File: config.mk
export PLATFORM = sky130hd
export DESIGN_NAME = btn_conditioner
export DESIGN_NICKNAME = d
export VERILOG_FILES = /design/src/rtl/btn_conditioner.sv
export SDC_FILE = /design/constraint.sdc
export NUM_CORES = 1
export LEC_CHECK = 0
export CORE_UTILIZATION = 35
export DETAILED_ROUTE_END_ITERATION = 10
export PLACE_DENSITY = 0.47
export SETUP_SLACK_MARGIN = 0.1
export SYNTH_ARGS = -nofsm -noshare
export SYNTH_HDL_FRONTEND = slang
export SYNTH_SLANG_ARGS = --single-unit
File: constraint.sdc
create_clock -name clk -period 9 [get_ports clk]
set_input_delay 2.7 -clock clk [delete_from_list [all_inputs] [get_ports clk]]
set_output_delay 2.7 -clock clk [all_outputs]
set_load 0.02 [all_outputs]
File: src/rtl/btn_conditioner.sv
// Per-button conditioner: 2-FF synchroniser, consecutive-sample debounce,
// registered level plus one-cycle press / release / auto-repeat pulses.
module btn_conditioner #(
    parameter int N_BTN           = 4,
    parameter int DEBOUNCE_CYCLES = 500000,
    parameter int REPEAT_DELAY    = 25000000,
    parameter int REPEAT_PERIOD   = 5000000
) (
    input  logic             clk,
    input  logic             reset,
    input  logic [N_BTN-1:0] raw_btn_n,
    output logic [N_BTN-1:0] btn_level,
    output logic [N_BTN-1:0] btn_press,
    output logic [N_BTN-1:0] btn_release,
    output logic [N_BTN-1:0] btn_repeat,
    output logic             any_press
);

    localparam int DB_W    = $clog2(DEBOUNCE_CYCLES + 1);
    localparam int RPT_MAX = (REPEAT_DELAY > REPEAT_PERIOD) ? REPEAT_DELAY : REPEAT_PERIOD;
    localparam int RPT_W   = $clog2(RPT_MAX + 1);

    // Counters stop one short of the target: the increment that would reach it fires instead.
    localparam logic [DB_W-1:0]  DB_LAST     = DB_W'(DEBOUNCE_CYCLES - 1);
    localparam logic [RPT_W-1:0] DELAY_LAST  = RPT_W'(REPEAT_DELAY - 1);
    localparam logic [RPT_W-1:0] PERIOD_LAST = RPT_W'(REPEAT_PERIOD - 1);

    typedef enum logic [1:0] {
        RELEASED    = 2'd0,
        HELD_DELAY  = 2'd1,
        HELD_REPEAT = 2'd2
    } rpt_state_t;

    logic [N_BTN-1:0] press_acc_s;
    logic             any_press_r;

    for (genvar i = 0; i < N_BTN; i++) begin : g_btn
        logic [1:0]       sync_r;
        logic [DB_W-1:0]  db_cnt_r;
        logic             level_r;
        logic             press_r;
        logic             release_r;
        logic             sample_s;
        logic             accept_s;
        logic             release_acc_s;
        rpt_state_t       state_r;
        logic [RPT_W-1:0] rpt_cnt_r;
        logic             repeat_r;

        assign sample_s       = ~sync_r[1];
        assign accept_s       = (sample_s != level_r) && (db_cnt_r == DB_LAST);
        assign press_acc_s[i] = accept_s & sample_s;
        assign release_acc_s  = accept_s & ~sample_s;

        assign btn_level[i]   = level_r;
        assign btn_press[i]   = press_r;
        assign btn_release[i] = release_r;
        assign btn_repeat[i]  = repeat_r;

        // Two-stage synchroniser for the asynchronous active-low key.
        always_ff @(posedge clk or posedge reset) begin
            if (reset) begin
                sync_r <= 2'b11;
            end else begin
                sync_r <= {sync_r[0], raw_btn_n[i]};
            end
        end

        // Debounce counter and stable level with the matching edge pulse.
        always_ff @(posedge clk or posedge reset) begin
            if (reset) begin
                db_cnt_r  <= '0;
                level_r   <= 1'b0;
                press_r   <= 1'b0;
                release_r <= 1'b0;
            end else begin
                press_r   <= 1'b0;
                release_r <= 1'b0;
                if (sample_s == level_r) begin
                    db_cnt_r <= '0;
                end else if (accept_s) begin
                    db_cnt_r  <= '0;
                    level_r   <= sample_s;
                    press_r   <= sample_s;
                    release_r <= ~sample_s;
                end else begin
                    db_cnt_r <= db_cnt_r + DB_W'(1);
                end
            end
        end

        // Auto-repeat FSM; an accepted release wins over a coincident repeat.
        always_ff @(posedge clk or posedge reset) begin
            if (reset) begin
                state_r   <= RELEASED;
                rpt_cnt_r <= '0;
                repeat_r  <= 1'b0;
            end else begin
                repeat_r <= 1'b0;
                if (release_acc_s) begin
                    state_r   <= RELEASED;
                    rpt_cnt_r <= '0;
                end else begin
                    case (state_r)
                        RELEASED: begin
                            rpt_cnt_r <= '0;
                            if (press_acc_s[i]) begin
                                state_r <= HELD_DELAY;
                            end else begin
                                state_r <= RELEASED;
                            end
                        end
                        HELD_DELAY: begin
                            if (rpt_cnt_r == DELAY_LAST) begin
                                state_r   <= HELD_REPEAT;
                                rpt_cnt_r <= '0;
                                repeat_r  <= 1'b1;
                            end else begin
                                rpt_cnt_r <= rpt_cnt_r + RPT_W'(1);
                            end
                        end
                        HELD_REPEAT: begin
                            if (rpt_cnt_r == PERIOD_LAST) begin
                                rpt_cnt_r <= '0;
                                repeat_r  <= 1'b1;
                            end else begin
                                rpt_cnt_r <= rpt_cnt_r + RPT_W'(1);
                            end
                        end
                        default: begin
                            state_r   <= RELEASED;
                            rpt_cnt_r <= '0;
                        end
                    endcase
                end
            end
        end
    end

    // Summary press flag, registered in the same cycle as the per-button pulses.
    always_ff @(posedge clk or posedge reset) begin
        if (reset) begin
            any_press_r <= 1'b0;
        end else begin
            any_press_r <= |press_acc_s;
        end
    end

    assign any_press = any_press_r;

endmodule

==> results by group <==
Run status
  • Status: finished clean

Setup path
  • Kind of critical path: reg -> out
  • CP peak stage delay: 640 ps
  • CP arrival: 1610 ps
  • Crit-path max FO: 6
  • Slowest CP cell: clkdlybuf4s50_1
  • CP delay by family, top: buffers and inverters
  • Crit end category: output pin
  • Crit start category: register
  • WP buf/inv: 1
  • CP cell instances: clkdlybuf4s50_1
  • CP Data Required Time: 6300 ps

Job
  • Maxcap violations: 0

Cells and area
  • Area delta synth->final: 14.01%
  • Commonest non-fill, non-tap cells in the layout: nor2_1, dfrtp_1, xor2_1, nand3_1, xnor2_1
  • Commonest non-fill, non-tap cell in the layout: nor2_1
  • Total Nets Final: 1097
  • Fraction of layout cells with a size suffix above 1: 6.440%
  • Fin util: 40.86%

GRT
  • Total congestion overflow: 0
  • Most Used Layer, Global Route: met2
  • Grt met1 use: 20.04%
  • GRT Util Overall: 13.89%
  • Global-route wire length before repair: 35.54 mm
  • Met3 usage: 2.034%
  • Met2 usage: 21.60%
  • Vias in the first global route: 7216
  • Initial antenna violation count: 0
  • Pin count of the biggest net entering global routing: 136

Synth
  • Synthesized instance count: 1046
  • Net count after synthesis: 1075
  • Post-synthesis register bit count: 209
  • Warnings, synthesis: 0
  • Post-synth EDFFs: 0
  • Predominant post-synthesis flop cell: dfrtp_1
  • Post-synth ARST share: 100.0%
  • Netlist cell types: 54
  • Sequential area share after synthesis: 50.66%
  • Mapped cell area: 10340 um2
  • Post-synth top area cell: dfrtp_1
  • Synth top area share: 48.63%
  • Syn Area/Cell: 9.889 um2
  • Synth top area cells: dfrtp_1, xor2_1, nor2_1, xnor2_1, nand3_1

Die
  • Top-level port count: 23
  • Standard-cell rows: 62
  • Initial Util: 35.84%
  • Core ar.: 28860 um2
  • Die width: 173.9 um
  • Die Y: 173.9 um
  • Die footprint: 30240 um2

Routing
  • Routed via count: 7135
  • DR iter-0 viols: 378
  • Drt via density: 4.847
  • Routed Antenna Nets: 0
  • Drt total wl: 19.89 mm
  • First drt pass iteration count: 6
  • WL/cell: 13.51 um
  • # DRC: 0

STA
  • Worst Slack Setup Final: 4687 ps
  • Fin crit period: 4313 ps
  • RSZ-0062 raised after global routing: no
  • Clock Skew: 11.76 ps
  • Hold_ws: 353.6 ps
  • Setup-failing EPs final: 0
  • Max frequency: 231.9 MHz
  • Hold Violations, Final: 0
  • Max-slew violation count: 0
  • Rel. slew slack: 25.45%
  • Slew @ Worst Pin: 1110 ps
  • Fin crit share: 47.92%
  • Setup TNS: 0 ps

Power and ir drop
  • Total chip power: 2.067 mW
  • Static Leak: 4.735 nW
  • Power per cell area: 175.3 nW/um2
  • Peak VDD IR: 0.1356 mV

Clock network
  • Max clock buf depth: 3
  • Post-CTS sizing: 0
  • Root Driver: clkbuf_16
  • Clock Sink Count: 209
  • Clk_lat worst skew: 520 ps
  • Cts bufs inserted: 26
  • CTS clk-pin slew, worst paths: 50 ps
  • CTS tree: done
  • Post-cts hold buffer count: 0
  • Post-CTS setup buffers: 0
  • H-tree levels: 1

Min path
  • Hold WC Path Type: reg -> reg

Place
  • Setup slack at placement: 3962 ps
  • Port bufs: 22
  • Detailed placement HPWL: 12.78 mm
  • Placer congestion estimate: 0.7480
[sequential cells by signal, summed over array words and instances, names as in the netlist]
signal,cells
g_btn.rpt_cnt_r,100
g_btn.db_cnt_r,76
g_btn.state_r,8
g_btn.sync_r,8
g_btn.level_r,4
g_btn.press_r,4
g_btn.release_r,4
g_btn.repeat_r,4
any_press,1
[area by class of cell]
type	instances	area (um2)
Multi-Input combinational cell	763	4733
Sequential cell	209	5240
Fill cell	2860	17070
Timing Repair Buffer	29	272.8
Antenna cell	1	2.502
Clock buffer	40	824.5
Tap cell	384	480.5
Clock inverter	7	85.08
Inverter	39	153.9
[report_power, final]
group	leakage (nW)	internal (mW)	switching (mW)	total, mW
registers	2.88	0.948	0.00674	0.955
clock network	0.456	0.682	0.395	1.08
logic	1.40	0.00767	0.0280	0.0357
total	4.73	1.64	0.430	2.07
[synthesized netlist by cell type (4+ instances only)]
master / n
nor2_1: 208
dfrtp_1: 201
xor2_1: 103
nand3_1: 79
xnor2_1: 61
nand2_1: 56
nand4_1: 46
inv_1: 39
nor3_1: 31
and3_1: 24
ha_1: 23
nor4_1: 22
and4_1: 20
buf_4: 16
clkbuf_1: 13
nor4b_1: 11
o21ai_0: 9
dfstp_2: 8
or4_1: 7
and2_1: 5
mux2i_1: 5
nor3b_1: 5
or3_1: 5
buf_6: 4
nand2b_1: 4
o41ai_1: 4
[kinds of logic after synthesis]
kind of cell | Yosys count | synth area share [%]
AOI/OAI and AO/OA | 31 | 2.153
xor gates and xnor gates | 164 | 13.89
adders and majority gates | 23 | 2.782
buffers and inverters | 74 | 3.581
DFF | 209 | 50.66
muxes | 5 | 0.4839
and+or+nand+nor | 540 | 26.45
[worst paths after layout]
check                                                 startpoint                          endpoint  slack (ps)  depth (start not counted)
worst max-delay path                g_btn[3].level_r$_DFFE_PP0P_                      btn_level[3]        4690                          1
worst min-delay path                g_btn[2].sync_r[0]$_DFF_PP1_      g_btn[2].sync_r[1]$_DFF_PP1_         350                          0
worst max register to register  g_btn[0].rpt_cnt_r[15]$_DFF_PP0_  g_btn[0].rpt_cnt_r[21]$_DFF_PP0_        6410                          5
worst min register to register      g_btn[2].sync_r[0]$_DFF_PP1_      g_btn[2].sync_r[1]$_DFF_PP1_         350                          0
max in group asynchronous                                  reset    g_btn[2].db_cnt_r[3]$_DFF_PP0_        4730                          3
min in group asynchronous                                  reset   g_btn[1].db_cnt_r[11]$_DFF_PP0_        2770                          2
[routing by layer]
layer / routed length (um) / part of all wire (%)
met3: 555 / 2.8
met1: 10260 / 52
met5: 0 / 0
met2: 8623 / 43
met4: 450 / 2.3
[stage by stage]
stage,instance area [um2],cells
6_report,11790,1472
5_1_grt,11790,1471
4_1_cts,11790,1471
3_5_place_dp,10880,1424
3_3_place_gp,10880,1424
2_1_floorplan,10340,1046
(Power assumes the default switching activity.)
